**config.mk**
```make
export PLATFORM = sky130hd
export DESIGN_NAME = cs_window_param
export DESIGN_NICKNAME = d
export VERILOG_FILES = /design/src/rtl/cs_pkg.sv /design/src/rtl/cs_appr_select.sv /design/src/rtl/cs_window_param.sv
export SDC_FILE = /design/constraint.sdc
export NUM_CORES = 1
export LEC_CHECK = 0
export CAP_MARGIN = 10
export CORE_ASPECT_RATIO = 1.5
export CORE_MARGIN = 2
export CORE_UTILIZATION = 40
export CTS_BUF_LIST = sky130_fd_sc_hd__clkbuf_4 sky130_fd_sc_hd__clkbuf_8 sky130_fd_sc_hd__clkbuf_16
export DETAILED_ROUTE_END_ITERATION = 6
export SYNTH_ARGS = -nofsm -noshare
export SYNTH_HDL_FRONTEND = slang
export SYNTH_SLANG_ARGS = --single-unit
```
**constraint.sdc**
```tcl
create_clock -name clk -period 15.6 [get_ports clk]
set_input_delay 3.12 -clock clk [delete_from_list [all_inputs] [get_ports clk]]
set_output_delay 3.12 -clock clk [all_outputs]
set_load 0.01 [all_outputs]
```
**src/rtl/cs_pkg.sv**
```systemverilog
// Shared helpers for the CS window filter: clog2, default-config widths and the Xappr mode enum.
// Included by cs_appr_select and cs_window_param; rounding option CS_ROUND_EN lives in the top.
package cs_pkg;

  function automatic int clog2(input int v);
    int r;
    r = 0;
    while ((1 << r) < v) r++;
    return r;
  endfunction

  function automatic int sum_w(input int data_w, input int depth);
    return data_w + clog2(depth);
  endfunction

  localparam int CS_DATA_W = 8;
  localparam int CS_DEPTH  = 9;
  localparam int SUM_W     = CS_DATA_W + clog2(CS_DEPTH);
  localparam int ACC_W     = SUM_W + 1;

  typedef enum logic {
    CS_BELOW = 1'b0,
    CS_ABOVE = 1'b1
  } cs_mode_e;

endpackage

```
**src/rtl/cs_appr_select.sv**
```systemverilog
// Combinational Xappr picker: window sample nearest the mean, from below (max of Xi*DEPTH<=sum)
// or from above (min of Xi*DEPTH>=sum); zero latency, no flow control.
module cs_appr_select
  import cs_pkg::*;
#(
  parameter int DATA_W = 8,
  parameter int DEPTH  = 9,
  parameter int SUM_W  = 12
) (
  input  logic [DEPTH-1:0][DATA_W-1:0] win_i,
  input  logic [SUM_W-1:0]             sum_i,
  input  cs_mode_e                     mode_i,
  output logic [DATA_W-1:0]            xappr_o
);

  localparam int LVLS = clog2(DEPTH);
  localparam int NP   = 1 << LVLS;
  localparam logic [SUM_W-1:0] DEPTH_W = SUM_W'(DEPTH);

  logic [NP-1:0]             cand;
  logic [NP-1:0][DATA_W-1:0] val;
  logic [SUM_W-1:0]          prod;
  logic                      take_b;
  logic                      any_v;

  always_comb begin
    cand   = '0;
    val    = '0;
    prod   = '0;
    take_b = 1'b0;
    any_v  = 1'b0;
    for (int i = 0; i < DEPTH; i++) begin
      prod    = SUM_W'(win_i[i]) * DEPTH_W;
      cand[i] = (mode_i == CS_BELOW) ? (prod <= sum_i) : (prod >= sum_i);
      val[i]  = win_i[i];
    end
    // Pairwise tree, folded in place; padding leaves stay non-candidates.
    for (int l = 0; l < LVLS; l++) begin
      for (int j = 0; j < (NP >> (l + 1)); j++) begin
        take_b = cand[2*j+1] && (!cand[2*j] ||
                 ((mode_i == CS_BELOW) ? (val[2*j+1] > val[2*j]) : (val[2*j+1] < val[2*j])));
        any_v  = cand[2*j] | cand[2*j+1];
        val[j]  = take_b ? val[2*j+1] : val[2*j];
        cand[j] = any_v;
      end
    end
    xappr_o = val[0];
  end

endmodule

```
**src/rtl/cs_window_param.sv**
```systemverilog
// Sliding-window CS filter, y = (sum + DEPTH*Xappr) >> SHIFT, one cycle after each accepted sample
// once full; no backpressure (in_valid only). Define CS_ROUND_EN for round-half-up instead of truncation.
module cs_window_param
  import cs_pkg::*;
#(
  parameter int DATA_W = 8,
  parameter int DEPTH  = 9,
  parameter int SHIFT  = 3,
  parameter int OUT_W  = 10
) (
  input  logic              clk,
  input  logic              reset,
  input  logic              clear,
  input  logic              mode,
  input  logic              in_valid,
  input  logic [DATA_W-1:0] x,
  output logic [OUT_W-1:0]  y,
  output logic              out_valid,
  output logic              full
);

  localparam int W_SUM  = sum_w(DATA_W, DEPTH);
  localparam int W_ACC  = W_SUM + 1;
  localparam int W_RND  = W_ACC + 1;
  localparam int W_FILL = clog2(DEPTH + 1);
  localparam longint HALF_L = (SHIFT > 0) ? (longint'(1) << (SHIFT - 1)) : 64'sd0;
  localparam longint MAX_Y  = ((((longint'(1) << DATA_W) - 1) * 2 * DEPTH) + HALF_L) >> SHIFT;

  if (DEPTH < 2) begin : g_bad_depth
    $error("cs_window_param: DEPTH must be at least 2");
  end
  if (MAX_Y >= (longint'(1) << OUT_W)) begin : g_bad_out_w
    $error("cs_window_param: OUT_W too narrow for the largest result");
  end

  logic [DEPTH-1:0][DATA_W-1:0] win_q, win_d;
  logic [W_SUM-1:0]             sum_q, sum_d;
  logic [W_FILL-1:0]            fill_q, fill_d;
  logic                         s1_vld_q, s1_vld_d;
  logic [OUT_W-1:0]             y_q, y_d;
  logic                         ov_q, ov_d;
  logic                         full_w;
  logic [DATA_W-1:0]            xappr;
  logic [W_ACC-1:0]             acc;
  logic [W_RND-1:0]             acc_r;
  logic [OUT_W-1:0]             y_next;

  assign full_w = (fill_q == W_FILL'(DEPTH));

  cs_appr_select #(
    .DATA_W (DATA_W),
    .DEPTH  (DEPTH),
    .SUM_W  (W_SUM)
  ) u_appr_select (
    .win_i   (win_q),
    .sum_i   (sum_q),
    .mode_i  (cs_mode_e'(mode)),
    .xappr_o (xappr)
  );

  always_comb begin
    acc = W_ACC'(sum_q) + W_ACC'(xappr) * W_ACC'(DEPTH);
`ifdef CS_ROUND_EN
    acc_r = W_RND'(acc) + W_RND'(HALF_L);
`else
    acc_r = W_RND'(acc);
`endif
    y_next = OUT_W'(acc_r >> SHIFT);
  end

  always_comb begin
    win_d    = win_q;
    sum_d    = sum_q;
    fill_d   = fill_q;
    s1_vld_d = 1'b0;
    y_d      = y_q;
    ov_d     = 1'b0;
    if (clear) begin
      win_d  = '0;
      sum_d  = '0;
      fill_d = '0;
    end else begin
      if (in_valid) begin
        win_d    = {win_q[DEPTH-2:0], x};
        sum_d    = sum_q + W_SUM'(x) - W_SUM'(win_q[DEPTH-1]);
        s1_vld_d = 1'b1;
        if (!full_w) fill_d = fill_q + W_FILL'(1);
      end
      // Stage 2 sees the window left by the previous edge's sample.
      if (s1_vld_q && full_w) begin
        ov_d = 1'b1;
        y_d  = y_next;
      end
    end
  end

  always_ff @(posedge clk) begin
    if (!reset) begin
      win_q    <= '0;
      sum_q    <= '0;
      fill_q   <= '0;
      s1_vld_q <= 1'b0;
      y_q      <= '0;
      ov_q     <= 1'b0;
    end else begin
      win_q    <= win_d;
      sum_q    <= sum_d;
      fill_q   <= fill_d;
      s1_vld_q <= s1_vld_d;
      y_q      <= y_d;
      ov_q     <= ov_d;
    end
  end

  assign y         = y_q;
  assign out_valid = ov_q;
  assign full      = full_w;

endmodule

```
* Yosys cells after proc, flatten, opt, wreduce, memory -nomap -nowiden
Index checks and enable logic that the tools add are counted.
Operators by class: $mul 10, $add $sub $neg 4, bitwise operators 10, mux-type cells 27, equality and inequality tests 1, reductions and logical operators 28, magnitude comparators 34
Operators by type and width (number):
- multiplier 8 x 4 -> 12 bit (second input constant) | 10
- >= comparator 12 bit | 9
- <= comparator 12 bit | 9
- greater-than comparator 8 bit | 8
- less-than comparator 8 bit | 8
- two-way mux 8 bit | 8
- two-way mux 1 bit | 19
- adder 12 x 12 -> 13 bit | 1
- adder 12 x 8 -> 12 bit | 1
- subtractor 12 x 8 -> 12 bit | 1
- logical AND 1 bit | 9
- zero test 1 bit | 8
- logical OR 1 bit | 8
- bitwise OR 1 bit | 7
- adder 4 x 1 -> 4 bit (second input constant) | 1
- equality test 4 bit (second input constant) | 1
- AND reduction 2 bit | 2
- inverter 1 bit | 3
- OR reduction 2 bit | 1
Storage, ports and cells: logic and storage cells 128, input bits 13, register bits after elaboration 100, output and inout bits 12

* Longest topological paths before layout
Gate-level depths: netlist of run 1.
depth in word-level cells 24, gate-level depth with buffers 70

* Modules after synthesis
From an unflattened synthesis of run 1, not the netlist that was laid out.
Unflattened totals: cells, all modules 1536, area total of the unflattened synthesis 13026.2 um^2
Modules (own cells, without submodules):
- cs_appr_select | cells an instance 1020, sequential area each 0.0 um^2, times used 1, area each 8065.2 um^2
- cs_window_param | cells an instance 516, sequential area each 2001.9 um^2, times used 1, area each 4961.0 um^2

* Worst setup path after synthesis of run 1
Ideal clock, no wire load.
kind input-to-reg, from input port mode, to register y_q[7] (netlist: y[7]), stages 57, setup time 0.074 ns, arrival time 12.446 ns, data required time 15.526 ns, setup slack 3.080 ns, path through clkbuf_1 inv_1 clkbuf_1 o21ai_0 a21oi_1 nor4_1 a21oi_1 clkbuf_1 o21ai_0 ha_1 nor2b_1 o21a_1 o21ai_0 a21oi_1 a21oi_1 o221ai_1 o21ai_1 clkbuf_1 [... 21 more ...] or2_1 buf_4 clkbuf_1 a21oi_1 ha_1 inv_1 fa_1 inv_1 ha_1 o21ai_0 nor2_1 nand2_1 o31ai_1 a22o_1 a211oi_2 nor2_1 a2111o_1 a31oi_1
On the way: longest elaborated chain between the ends 22
Ends and longest elaborated chain:
- from (decl) | line cs_window_param.sv:14 | input logic mode,
- two-way mux 1 bit | line cs_appr_select.sv:34 | cand[i] = (mode_i == CS_BELOW) ? (prod <= sum_i) : (prod >= sum_i);
- zero test 1 bit | line cs_appr_select.sv:40 | take_b = cand[2*j+1] && (!cand[2*j] ||
- logical OR 1 bit | line cs_appr_select.sv:40
- logical AND 1 bit | line cs_appr_select.sv:40
- two-way mux 8 bit | line cs_appr_select.sv:43 | val[j] = take_b ? val[2*j+1] : val[2*j];
- greater-than comparator 8 bit or less-than comparator 8 bit (tied branches) | line cs_appr_select.sv:41 | ((mode_i == CS_BELOW) ? (val[2*j+1] > val[2*j]) : (val[2*j+1] < val[2*j])));
- two-way mux 1 bit | line cs_appr_select.sv:41
- logical OR 1 bit | line cs_appr_select.sv:40
- [... 6 more ...]
- two-way mux 8 bit | line cs_appr_select.sv:43
- greater-than comparator 8 bit or less-than comparator 8 bit (tied branches) | line cs_appr_select.sv:41
- two-way mux 1 bit | line cs_appr_select.sv:41
- logical OR 1 bit | line cs_appr_select.sv:40
- logical AND 1 bit | line cs_appr_select.sv:40
- two-way mux 8 bit (*) | line cs_appr_select.sv:43
- multiplier 8 x 4 -> 12 bit (*) | line cs_window_param.sv:62 | acc = W_ACC'(sum_q) + W_ACC'(xappr) * W_ACC'(DEPTH);
- adder 12 x 12 -> 13 bit (*) | line cs_window_param.sv:62
- to (signal assigned) | line cs_window_param.sv:110 | y_q <= y_d;
- to (decl) | line cs_window_param.sv:40 | logic [OUT_W-1:0] y_q, y_d;
Mark *: on every way between the ends. The rest lies on a longest branch, timed or not. A chain may end at the register's enable or synchronous reset.

* Final worst setup path of run 1
Ends and elaborated chain as after synthesis.

==> results of run 1 <==
==> state kept, by name, indices dropped and copies added (netlist names) <==
name,flops
out_valid,1
fill_q,4
s1_vld_q,1
y,10
sum_q,12
win_q,72
==> synth_stat cells (6+ instances only) <==
library cell	count
ha_1	296
inv_1	176
nor2_1	154
a21oi_1	135
mux2i_1	103
dfxtp_1	100
nand2_1	50
o21ai_0	50
xnor2_1	48
nand4_1	38
a21o_1	33
clkbuf_1	24
fa_1	22
nand3_1	20
nor2b_1	17
nor3_1	13
o211ai_1	13
xor2_1	13
mux2_2	10
a211oi_1	8
o21a_1	8
o21bai_1	8
a211o_1	7
and4_1	7
nand2b_1	6
==> layer usage <==
layer / up-vias / global-route usage [%] / wire [µm]
li1: 5085 / - / -
met1: 4779 / 22.6 / 13300
met2: 160 / 42.1 / 17500
met3: 66 / 2.59 / 866
met4: 0 / 11.2 / 1710
met5: - / 0 / 0
==> area by class of cell <==
type                       count  area [µm²]  area share, %
multi-input combinational   1122        9270           70.9
timing repair buffer          35         320           2.45
clock buffer                  10         239           1.83
inverter                     177         664           5.08
clock inverter                 6        87.6          0.670
tap                          395         494           3.78
sequential                   100        2000           15.3
==> cell families after synthesis <==
family	after synthesis	synth area share, %
simple gates	331	13.0
fa+ha+maj	318	34.4
compound gates	297	15.2
buf+inv	209	6.56
mux	115	9.79
flops	100	16.6
xor+xnor	61	4.43
==> metrics by stage <==
stage	area, µm²	cells	total power [mW]	util (%)
6_report	13100	1845	1.28	44.2
5_1_grt	13100	1845	1.39	44.2
4_1_cts	13100	1845	1.29	44.2
3_5_place_dp	12800	1829	1.03	43.1
3_3_place_gp	12800	1829	1.02	43.1
2_1_floorplan	12100	1431	0.867	-
==> power by group <==
| part | switching, mW | internal, mW |
|---|---|---|
| sequential | 0.00468 | 0.259 |
| combinational | 0.441 | 0.319 |
| clock | 0.112 | 0.145 |
| total | 0.558 | 0.723 |
==> critical path: cells and delay by family <==
| family | cells | cell delay [ps] |
|---|---|---|
| AOI/OAI and AO/OA | 28 | 6120 |
| adders and majority gates | 6 | 2020 |
| and+or+nand+nor | 8 | 1130 |
| buffers and inverters | 5 | 1120 |
| muxes | 3 | 920 |
==> worst min-delay path by stage <==
stage | endpoint | slack [ps] | cells after the start
detailed placement | y[3] | 450 | 2
global placement | y[0] | 450 | 2
finish | y[3] | 460 | 2
CTS | y[3] | 460 | 2
floorplan | sum_q[4] | 440 | 2
global route | y[3] | 490 | 2
==> impl_metrics.sql, run 1 <==
INSERT INTO impl_metrics (metric_group, metric, value, unit) VALUES
('floorplan', 'io_pins', '25', ''),
('job', 'max_cap_viol_count', '0', ''),
('drt', 'finalWirelength', '33.5', 'mm'),
('layout', 'layout.nets', '1776', ''),
('timing', 'grt_setup_unrepaired', 'no', ''),
('synthesis', 'synthesized_netlist_net_count', '1762', ''),
('setup_path', 'crit_required', '15910', 'ps'),
('synthesis', 'postSynthCellCount', '1431', ''),
('place', 'detailedPlacementHpwl', '25.4', 'mm'),
('cts', 'worst_setup_hold_path_clk_slew', '70', 'ps'),
('layout', 'drive_above_1_share', '3.72', '%'),
('synthesis', 'synth-async-reset-ratio', '0', '%'),
('cts', 'cts_made_buffers', '9', ''),
('setup_path', 'r2r_cells', '60', ''),
('timing', 'final_setup_tns', '0', 'ps'),
('synthesis', 'synth_largest_area_cell', 'ha_1', ''),
('setup_path', 'crit_slowest_cell', 'a21oi_1', ''),
('synthesis', 'synth-edff-count', '0', ''),
('setup_path', 'reg2reg_slack', '2090', 'ps'),
('drt', 'postRouteAntennaNets', '0', ''),
('floorplan', 'placeableCoreArea', '29600', 'µm²'),
('timing', 'fin_skew', '11.6', 'ps'),
('synthesis', 'sequential_element_share_of_the_synthesized_area', '16.6', '%'),
('cts', 'clk_path_buf_depth', '2', ''),
('setup_path', 'crit_fanout', '19', ''),
('timing', 'max_slew_margin', '25.5', '%'),
('timing', 'setup_ws', '1460', 'ps'),
('grt', 'initial_antenna_violation_count', '0', ''),
('timing', 'maxSlewViolCount', '0', ''),
('power_and_ir_drop', 'static-leakage-power', '6.55', 'nW'),
('setup_path', 'worst-setup-path-type', 'in -> reg', ''),
('drt', 'viasPerCell', '5.47', ''),
('synthesis', 'count_of_different_cell_masters_after_synthesis', '68', ''),
('grt', 'grt_start_max_net_pins', '91', ''),
('cts', 'post-cts-setup-buffers', '0', ''),
('drt', 'route.detailed.wl_per_inst', '18.1', 'µm'),
('cts', 'sink_count_of_the_clock_tree', '100', ''),
('layout', 'final_common_cell', 'ha_1', ''),
('layout', 'layout-area-overhead-vs-synth', '8.48', '%'),
('worst_hold_path', 'worstHoldStart', 'y[3]', ''),
('layout', 'nFillCells', '2964', ''),
('timing', 'finalCritPeriodShare', '90.7', '%'),
('floorplan', 'fp.dieW', '146', 'µm'),
('worst_hold_path', 'type_of_the_tightest_min_delay_check', 'reg -> reg', ''),
('timing', 'worst-slew-pin-transition', '1120', 'ps'),
('setup_path', 'regToRegEndpoint', 'y[7]', ''),
('drt', 'detail_route.drc_violations', '0', ''),
('setup_path', 'worst_ep_arrival_time', '14450', 'ps'),
('cts', 'cts_repair_resize_count', '0', ''),
('floorplan', 'die-area', '31600', 'µm²'),
('place', 'numPortBuffers', '24', ''),
('timing', 'final_hold_viol_count', '0', ''),
('drt', 'routed-via-count', '10100', ''),
('drt', 'drtPass1Iterations', '5', ''),
('setup_path', 'setup.worst_path.end', 'y[7]', ''),
('place', 'place_worst_setup_slack', '1190', 'ps'),
('layout', 'diode_insertion_count_for_antenna_repair', '0', ''),
('setup_path', 'crit_path_start_kind', 'input pin', ''),
('grt', 'grt_pass1_vias', '10300', ''),
('cts', 'clock_tree.htree_level_count', '3', ''),
('synthesis', 'leading_post_synthesis_cells_by_cell_area', 'ha_1 31%, dfxtp_1 17%, mux2i_1 8.6%', ''),
('synthesis', 'syn-mean-instance-area', '8.43', 'µm²'),
('cts', 'clock_tree_from_tritoncts', 'done', ''),
('setup_path', 'crit_path_frequent_cell', 'a21oi_1', ''),
('timing', 'setup_viol_count_final', '0', ''),
('timing', 'period_minus_slack', '14140', 'ps'),
('setup_path', 'cpPeakStageDelay', '680', 'ps'),
('cts', 'cts.root.buffer_cell', 'clkbuf_16', ''),
('timing', 'fin_worst_hold_slack', '458', 'ps'),
('outcome', 'run_status', 'completed', ''),
('grt', 'overflow', '0', '');
Note: power is estimated with default switching activity, not from simulation.
==> run 2: changes to the inputs <==
--- a/config.mk
+++ b/config.mk
@@ -6,11 +6,14 @@
 export NUM_CORES = 1
 export LEC_CHECK = 0
 export CAP_MARGIN = 10
+export CELL_PAD_IN_SITES_DETAIL_PLACEMENT = 1
+export CELL_PAD_IN_SITES_GLOBAL_PLACEMENT = 1
 export CORE_ASPECT_RATIO = 1.5
 export CORE_MARGIN = 2
 export CORE_UTILIZATION = 40
 export CTS_BUF_LIST = sky130_fd_sc_hd__clkbuf_4 sky130_fd_sc_hd__clkbuf_8 sky130_fd_sc_hd__clkbuf_16
 export DETAILED_ROUTE_END_ITERATION = 6
+export PLACE_DENSITY_LB_ADDON = 0.1
 export SYNTH_ARGS = -nofsm -noshare
 export SYNTH_HDL_FRONTEND = slang
 export SYNTH_SLANG_ARGS = --single-unit
==> constraint.sdc (replaced) <==
create_clock -name clk -period 13.2 [get_ports clk]
set_input_delay 2.64 -clock clk [delete_from_list [all_inputs] [get_ports clk]]
set_output_delay 2.64 -clock clk [all_outputs]
set_load 0.01 [all_outputs]
==> impl_metrics.sql, run 2 (synthesis results as in run 1) <==
INSERT INTO impl_metrics (metric_group, metric, value, unit) VALUES
('layout', 'most-common-layout-cells', '296 x ha_1, 175 x inv_1, 154 x nor2_1', ''),
('layout', 'layout.nets', '1819', ''),
('layout', 'ff_latch_area', '2000', 'µm²'),
('cts', 'worst_setup_hold_path_clk_slew', '80', 'ps'),
('setup_path', 'crit_path_start_kind', 'input pin', ''),
('timing', 'final_hold_viol_count', '0', ''),
('cts', 'cts_made_buffers', '9', ''),
('grt', 'groute.usage.overall', '24.2', '%'),
('drt', 'drt-initial-drc-count', '303', ''),
('drt', 'detail_route.drc_violations', '0', ''),
('drt', 'routed-via-count', '10500', ''),
('setup_path', 'crit_path_frequent_cell', 'a21oi_1', ''),
('setup_path', 'cpPeakStageDelay', '520', 'ps'),
('layout', 'max_flop_register', 'win_q', ''),
('place', 'routabilityCongestion', '0.902', ''),
('cts', 'worstSkewPairLatency', '380', 'ps'),
('setup_path', 'crit_fanout', '16', ''),
('floorplan', 'placeableCoreArea', '29600', 'µm²'),
('setup_path', 'crit_required', '13520', 'ps'),
('power_and_ir_drop', 'power.total', '1.59', 'mW'),
('floorplan', 'die-area', '31600', 'µm²'),
('timing', 'setup_viol_count_final', '0', ''),
('floorplan', 'io_pins', '25', ''),
('timing', 'fin_worst_hold_slack', '459', 'ps'),
('power_and_ir_drop', 'static-leakage-power', '6.76', 'nW'),
('grt', 'grt_util_met1', '26.8', '%'),
('timing', 'max_clock_freq', '80.4', 'MHz'),
('drt', 'viasPerCell', '5.54', ''),
('setup_path', 'worst-setup-path-type', 'in -> reg', ''),
('drt', 'postRouteAntennaNets', '0', ''),
('floorplan', 'initial_core_util', '40.8', '%'),
('worst_hold_path', 'type_of_the_tightest_min_delay_check', 'reg -> reg', ''),
('setup_path', 'worst_setup_path_end_kind', 'flop', ''),
('grt', 'overflow', '0', ''),
('grt', 'initial_antenna_violation_count', '0', ''),
('setup_path', 'worst_ep_arrival_time', '12760', 'ps'),
('cts', 'sink_count_of_the_clock_tree', '100', ''),
('outcome', 'run_status', 'completed', ''),
('layout', 'design_area', '13500', 'µm²'),
('place', 'numPortBuffers', '24', ''),
('layout', 'largest_reg_flops', '72', ''),
('grt', 'gr-usage-met2', '46.6', '%'),
('floorplan', 'fp.dieH', '217', 'µm'),
('layout', 'layout-area-overhead-vs-synth', '11.9', '%'),
('layout', 'final_common_cell', 'ha_1', ''),
('layout', 'post-route-util', '45.6', '%'),
('timing', 'max_slew_margin', '33.4', '%'),
('job', 'max_cap_viol_count', '0', ''),
('place', 'detailedPlacementHpwl', '28.8', 'mm'),
('grt', 'grt_pass1_vias', '11100', ''),
('cts', 'clk_path_buf_depth', '2', ''),
('timing', 'maxSlewViolCount', '0', ''),
('timing', 'period_minus_slack', '12440', 'ps'),
('grt', 'grt_start_max_net_pins', '49', ''),
('layout', 'drive_above_1_share', '7.64', '%'),
('cts', 'cts.root.buffer_cell', 'clkbuf_16', ''),
('layout', 'diode_insertion_count_for_antenna_repair', '0', ''),
('layout', 'nFillCells', '3635', ''),
('grt', 'grt_most_used_layer', 'met2', ''),
('timing', 'finalCritPeriodShare', '94.3', '%'),
('place', 'post_place_cell_area', '13000', 'µm²'),
('drt', 'drtPass1Iterations', '4', ''),
('power_and_ir_drop', 'vdd.ir_drop.worst', '0.0934', 'mV'),
('worst_hold_path', 'holdPathStages', '2', ''),
('drt', 'route.detailed.wl_per_inst', '19.7', 'µm'),
('power_and_ir_drop', 'power_density', '118', 'nW/µm²'),
('layout', 'multiInputGateArea', '9350', 'µm²'),
('timing', 'fin_skew', '8.76', 'ps'),
('timing', 'worst-slew-pin-transition', '997', 'ps'),
('cts', 'clock_tree.htree_level_count', '3', ''),
('setup_path', 'r2r_cells', '64', ''),
('grt', 'first_pass_grt_wire_length', '59.4', 'mm'),
('floorplan', 'row_count', '77', ''),
('cts', 'clock_tree_from_tritoncts', 'done', ''),
('setup_path', 'crit_slowest_cell', 'clkdlybuf4s50_1', ''),
('grt', 'globalRouteMet3Util', '2.29', '%'),
('drt', 'finalWirelength', '37.3', 'mm'),
('floorplan', 'fp.dieW', '146', 'µm');
[run 2: cell count changes in the layout (fill, tap and decap cells not counted), moves of 2 or more]
cell,before,now
a21oi_2,1,3
o21ai_1,3,8
nor3_1,13,11
clkinv_2,2,0
mux2i_1,103,96
mux2i_2,1,7
a21oi_1,135,133
o21ai_0,50,44
buf_4,12,54
clkbuf_8,1,3
nor3_2,0,2
[run 2: worst paths after layout]
| path | start | end | slack (ps) |
|---|---|---|---|
| max | mode | y[7] | 760 |
| min | y[2] | y[2] | 460 |
| max reg2reg | win_q[60] | y[7] | 890 |
| min reg2reg | y[2] | y[2] | 460 |
[run 2: layer usage]
layer	up-vias	wire length (µm)
li1	5176	-
met1	5135	15400
met2	99	19900
met3	54	586
met4	0	1410
met5	-	0
[run 2: final cells by class]
class / instances / area share, %
Multi-Input combinational cell: 1122 / 69.4
Sequential cell: 100 / 14.9
Inverter: 177 / 4.94
Timing Repair Buffer: 78 / 4.80
Tap cell: 395 / 3.66
Clock buffer: 12 / 1.98
Clock inverter: 4 / 0.417
[run 2: metrics by stage]
stage,TNS [ps],setup WS (ps),instances
global route,-50.5,-32.4,1888
detailed placement,-1940,-398,1858
CTS,0,20.8,1874
floorplan,0,1160,1431
global placement,-60.5,-53.4,1858
finish,0,759,1888
[run 2: timing repair]
action,in CTS,in global routing
buffers inserted,0,14
pin swaps,0,4
hold buffers,0,0
resized for setup,1,29
endpoints found under the setup margin,3,8
[run 2: worst max-delay path: cells and delay by family]
kind                       cells  cell delay (ps)
AOI/OAI and AO/OA             27             4910
adders and majority gates      6             1730
buffers and inverters          7             1340
and+or+nand+nor               10             1210
muxes                          3              900
[run 2: report_power, final]
part / leakage, nW / internal, mW / switching [mW]
clock network: 0.159 / 0.164 / 0.136
logic: 5.79 / 0.430 / 0.551
registers: 0.808 / 0.306 / 0.00630
total: 6.76 / 0.899 / 0.693
==> run 3: changes to the inputs <==
--- a/config.mk
+++ b/config.mk
@@ -8,12 +8,12 @@
 export CAP_MARGIN = 10
 export CELL_PAD_IN_SITES_DETAIL_PLACEMENT = 1
 export CELL_PAD_IN_SITES_GLOBAL_PLACEMENT = 1
-export CORE_ASPECT_RATIO = 1.5
+export CORE_ASPECT_RATIO = 0.7
 export CORE_MARGIN = 2
 export CORE_UTILIZATION = 40
 export CTS_BUF_LIST = sky130_fd_sc_hd__clkbuf_4 sky130_fd_sc_hd__clkbuf_8 sky130_fd_sc_hd__clkbuf_16
 export DETAILED_ROUTE_END_ITERATION = 6
-export PLACE_DENSITY_LB_ADDON = 0.1
+export PLACE_DENSITY_LB_ADDON = 0.08
 export SYNTH_ARGS = -nofsm -noshare
 export SYNTH_HDL_FRONTEND = slang
 export SYNTH_SLANG_ARGS = --single-unit
==> impl_metrics.sql, run 3 (synthesis results as in run 1) <==
INSERT INTO impl_metrics (metric_group, metric, value, unit) VALUES
('grt', 'grt_start_max_net_pins', '91', ''),
('floorplan', 'fp.dieW', '212', 'µm'),
('setup_path', 'worst_ep_arrival_time', '12750', 'ps'),
('setup_path', 'crit_path_start_kind', 'flop', ''),
('drt', 'drt-initial-drc-count', '424', ''),
('timing', 'period_minus_slack', '12440', 'ps'),
('cts', 'cts.root.buffer_cell', 'clkbuf_16', ''),
('job', 'max_cap_viol_count', '0', ''),
('grt', 'first_pass_grt_wire_length', '59.9', 'mm'),
('power_and_ir_drop', 'clkPwrFrac', '18.8', '%'),
('power_and_ir_drop', 'power.sequential.fraction', '18.8', '%'),
('setup_path', 'crit_path_frequent_cell', 'ha_1', ''),
('cts', 'clock_tree.htree_level_count', '3', ''),
('power_and_ir_drop', 'power_density', '122', 'nW/µm²'),
('timing', 'maxSlewViolCount', '0', ''),
('place', 'detailedPlacementHpwl', '29.5', 'mm'),
('cts', 'sink_count_of_the_clock_tree', '100', ''),
('grt', 'overflow', '0', ''),
('layout', 'layout-area-overhead-vs-synth', '12.0', '%'),
('power_and_ir_drop', 'static-leakage-power', '6.78', 'nW'),
('power_and_ir_drop', 'p_int', '0.924', 'mW'),
('place', 'post_place_cell_area', '12900', 'µm²'),
('place', 'numPortBuffers', '24', ''),
('layout', 'largest_reg_flops', '72', ''),
('setup_path', 'cp-startpoint', 'win_q[9]', ''),
('setup_path', 'regToRegStartpoint', 'win_q[9]', ''),
('layout', 'final_cell_count_no_fill', '1879', ''),
('drt', 'detail_route.drc_violations', '0', ''),
('layout', 'drive_above_1_share', '7.97', '%'),
('drt', 'drtPass1Iterations', '4', ''),
('timing', 'final_hold_viol_count', '0', ''),
('power_and_ir_drop', 'combPwrFrac', '62.4', '%'),
('cts', 'hold_buf_cts', '0', ''),
('layout', 'design_area', '13500', 'µm²'),
('drt', 'postRouteAntennaNets', '0', ''),
('power_and_ir_drop', 'vdd.ir_drop.worst', '0.0887', 'mV'),
('setup_path', 'worst_setup_path_end_kind', 'flop', ''),
('drt', 'viasPerCell', '5.45', ''),
('layout', 'diode_insertion_count_for_antenna_repair', '0', ''),
('grt', 'initial_antenna_violation_count', '0', ''),
('layout', 'layout.nets', '1820', ''),
('layout', 'final_common_cell', 'ha_1', ''),
('setup_path', 'cpPeakStageDelay', '500', 'ps'),
('timing', 'max_clock_freq', '80.4', 'MHz'),
('setup_path', 'crit_required', '13510', 'ps'),
('place', 'routabilityCongestion', '0.852', ''),
('worst_hold_path', 'worstHoldStart', 'y[3]', ''),
('timing', 'setup_viol_count_final', '0', ''),
('outcome', 'run_status', 'completed', ''),
('drt', 'routed-via-count', '10200', ''),
('cts', 'clock_tree_from_tritoncts', 'done', ''),
('power_and_ir_drop', 'power.net_switching', '0.729', 'mW'),
('timing', 'max_slew_margin', '23.9', '%'),
('setup_path', 'worst-setup-path-type', 'reg -> reg', ''),
('timing', 'worst-slew-pin-transition', '1140', 'ps'),
('floorplan', 'row_count', '53', ''),
('drt', 'route.detailed.wl_per_inst', '20.3', 'µm'),
('floorplan', 'initial_core_util', '40.4', '%'),
('cts', 'worstSkewPairLatency', '390', 'ps'),
('cts', 'clk_path_buf_depth', '2', ''),
('timing', 'finalCritPeriodShare', '94.2', '%'),
('worst_hold_path', 'type_of_the_tightest_min_delay_check', 'reg -> reg', ''),
('grt', 'groute.usage.overall', '25.0', '%'),
('setup_path', 'crit_slowest_cell', 'fa_1', ''),
('layout', 'max_flop_register', 'win_q', ''),
('timing', 'fin_worst_hold_slack', '458', 'ps'),
('floorplan', 'fp.dieH', '149', 'µm'),
('drt', 'finalWirelength', '38.1', 'mm'),
('floorplan', 'placeableCoreArea', '29800', 'µm²'),
('floorplan', 'io_pins', '25', ''),
('layout', 'most-common-layout-cells', '296 x ha_1, 175 x inv_1, 154 x nor2_1', ''),
('setup_path', 'crit_fanout', '12', ''),
('floorplan', 'die-area', '31600', 'µm²'),
('cts', 'cts_made_buffers', '9', ''),
('power_and_ir_drop', 'power.share.switching', '44.1', '%'),
('cts', 'worst_setup_hold_path_clk_slew', '70', 'ps'),
('place', 'placed_cells', '1847', ''),
('timing', 'fin_skew', '5.01', 'ps'),
('grt', 'grt_pass1_vias', '10400', '');
## run 3: cell count changes in the layout (fill, tap and decap cells not counted), sizes merged
cell and delta:
clkdlybuf4s50 -1, clkinv -2, inv -1, clkinvlp +3
dlymetal6s2s +1, bufinv +1
## run 3: final timing paths
path	end	slack, ps	depth (start not counted)
setup / recovery	y[7]	760	65
hold / removal	y[3]	460	2
setup reg to reg	y[7]	760	65
hold reg to reg	y[3]	460	2
## run 3: metal layers
metal,vias to the layer above,GRT usage [%],part of all wire (%)
met3,21,4.27,3.1
met4,0,4.30,1.1
met2,104,39.4,43
li1,5177,-,-
met1,4942,36.1,53
met5,-,0,0
## run 3: critical path: cells and delay by family, from the launching register on
family                     cells  cell delay (ps)
AOI/OAI and AO/OA             31             5320
xor gates and xnor gates       1              150
adders and majority gates     10             3120
buffers and inverters          7              730
DFF                            1              380
muxes                          4             1100
and+or+nand+nor               12             1550
## run 3: area by class of cell
class | instances | area, µm²
Clock buffer | 12 | 254
Clock inverter | 4 | 72.6
Fill cell | 3574 | 16300
Inverter | 177 | 668
Multi-Input combinational cell | 1122 | 9360
Sequential cell | 100 | 2010
Tap cell | 385 | 482
Timing Repair Buffer | 78 | 662
Timing Repair inverter | 1 | 5.00
## run 3: power by group through the flow
| stage | clock [mW] | combinational, mW | sequential, mW |
|---|---|---|---|
| floorplan | 0 | 0.709 | 0.316 |
| CTS | 0.324 | 0.946 | 0.311 |
| detailed placement | 0 | 0.935 | 0.318 |
| finish | 0.310 | 1.03 | 0.311 |
| global route | 0.332 | 1.14 | 0.312 |
| global placement | 0 | 0.916 | 0.318 |
## run 3: timing repair
action / CTS / global route
cloned: 0 / 1
endpoints found under the hold margin: 0 / 0
resized for setup: 1 / 31
setup buffers: 0 / 15
setup endpoints to repair: 3 / 9
pin swaps: 0 / 3
## run 3: through the flow
| step | setup TNS (ps) | total power [mW] | utilization, % | setup WS (ps) |
|---|---|---|---|---|
| after floorplan | 0 | 1.02 | - | 1160 |
| after global placement | 0 | 1.23 | 43.4 | 2.64 |
| after detailed placement | -2110 | 1.25 | 43.4 | -437 |
| after CTS | 0 | 1.58 | 44.5 | 27.1 |
| after global routing | -303 | 1.79 | 45.3 | -87.3 |
| final | 0 | 1.65 | 45.3 | 761 |
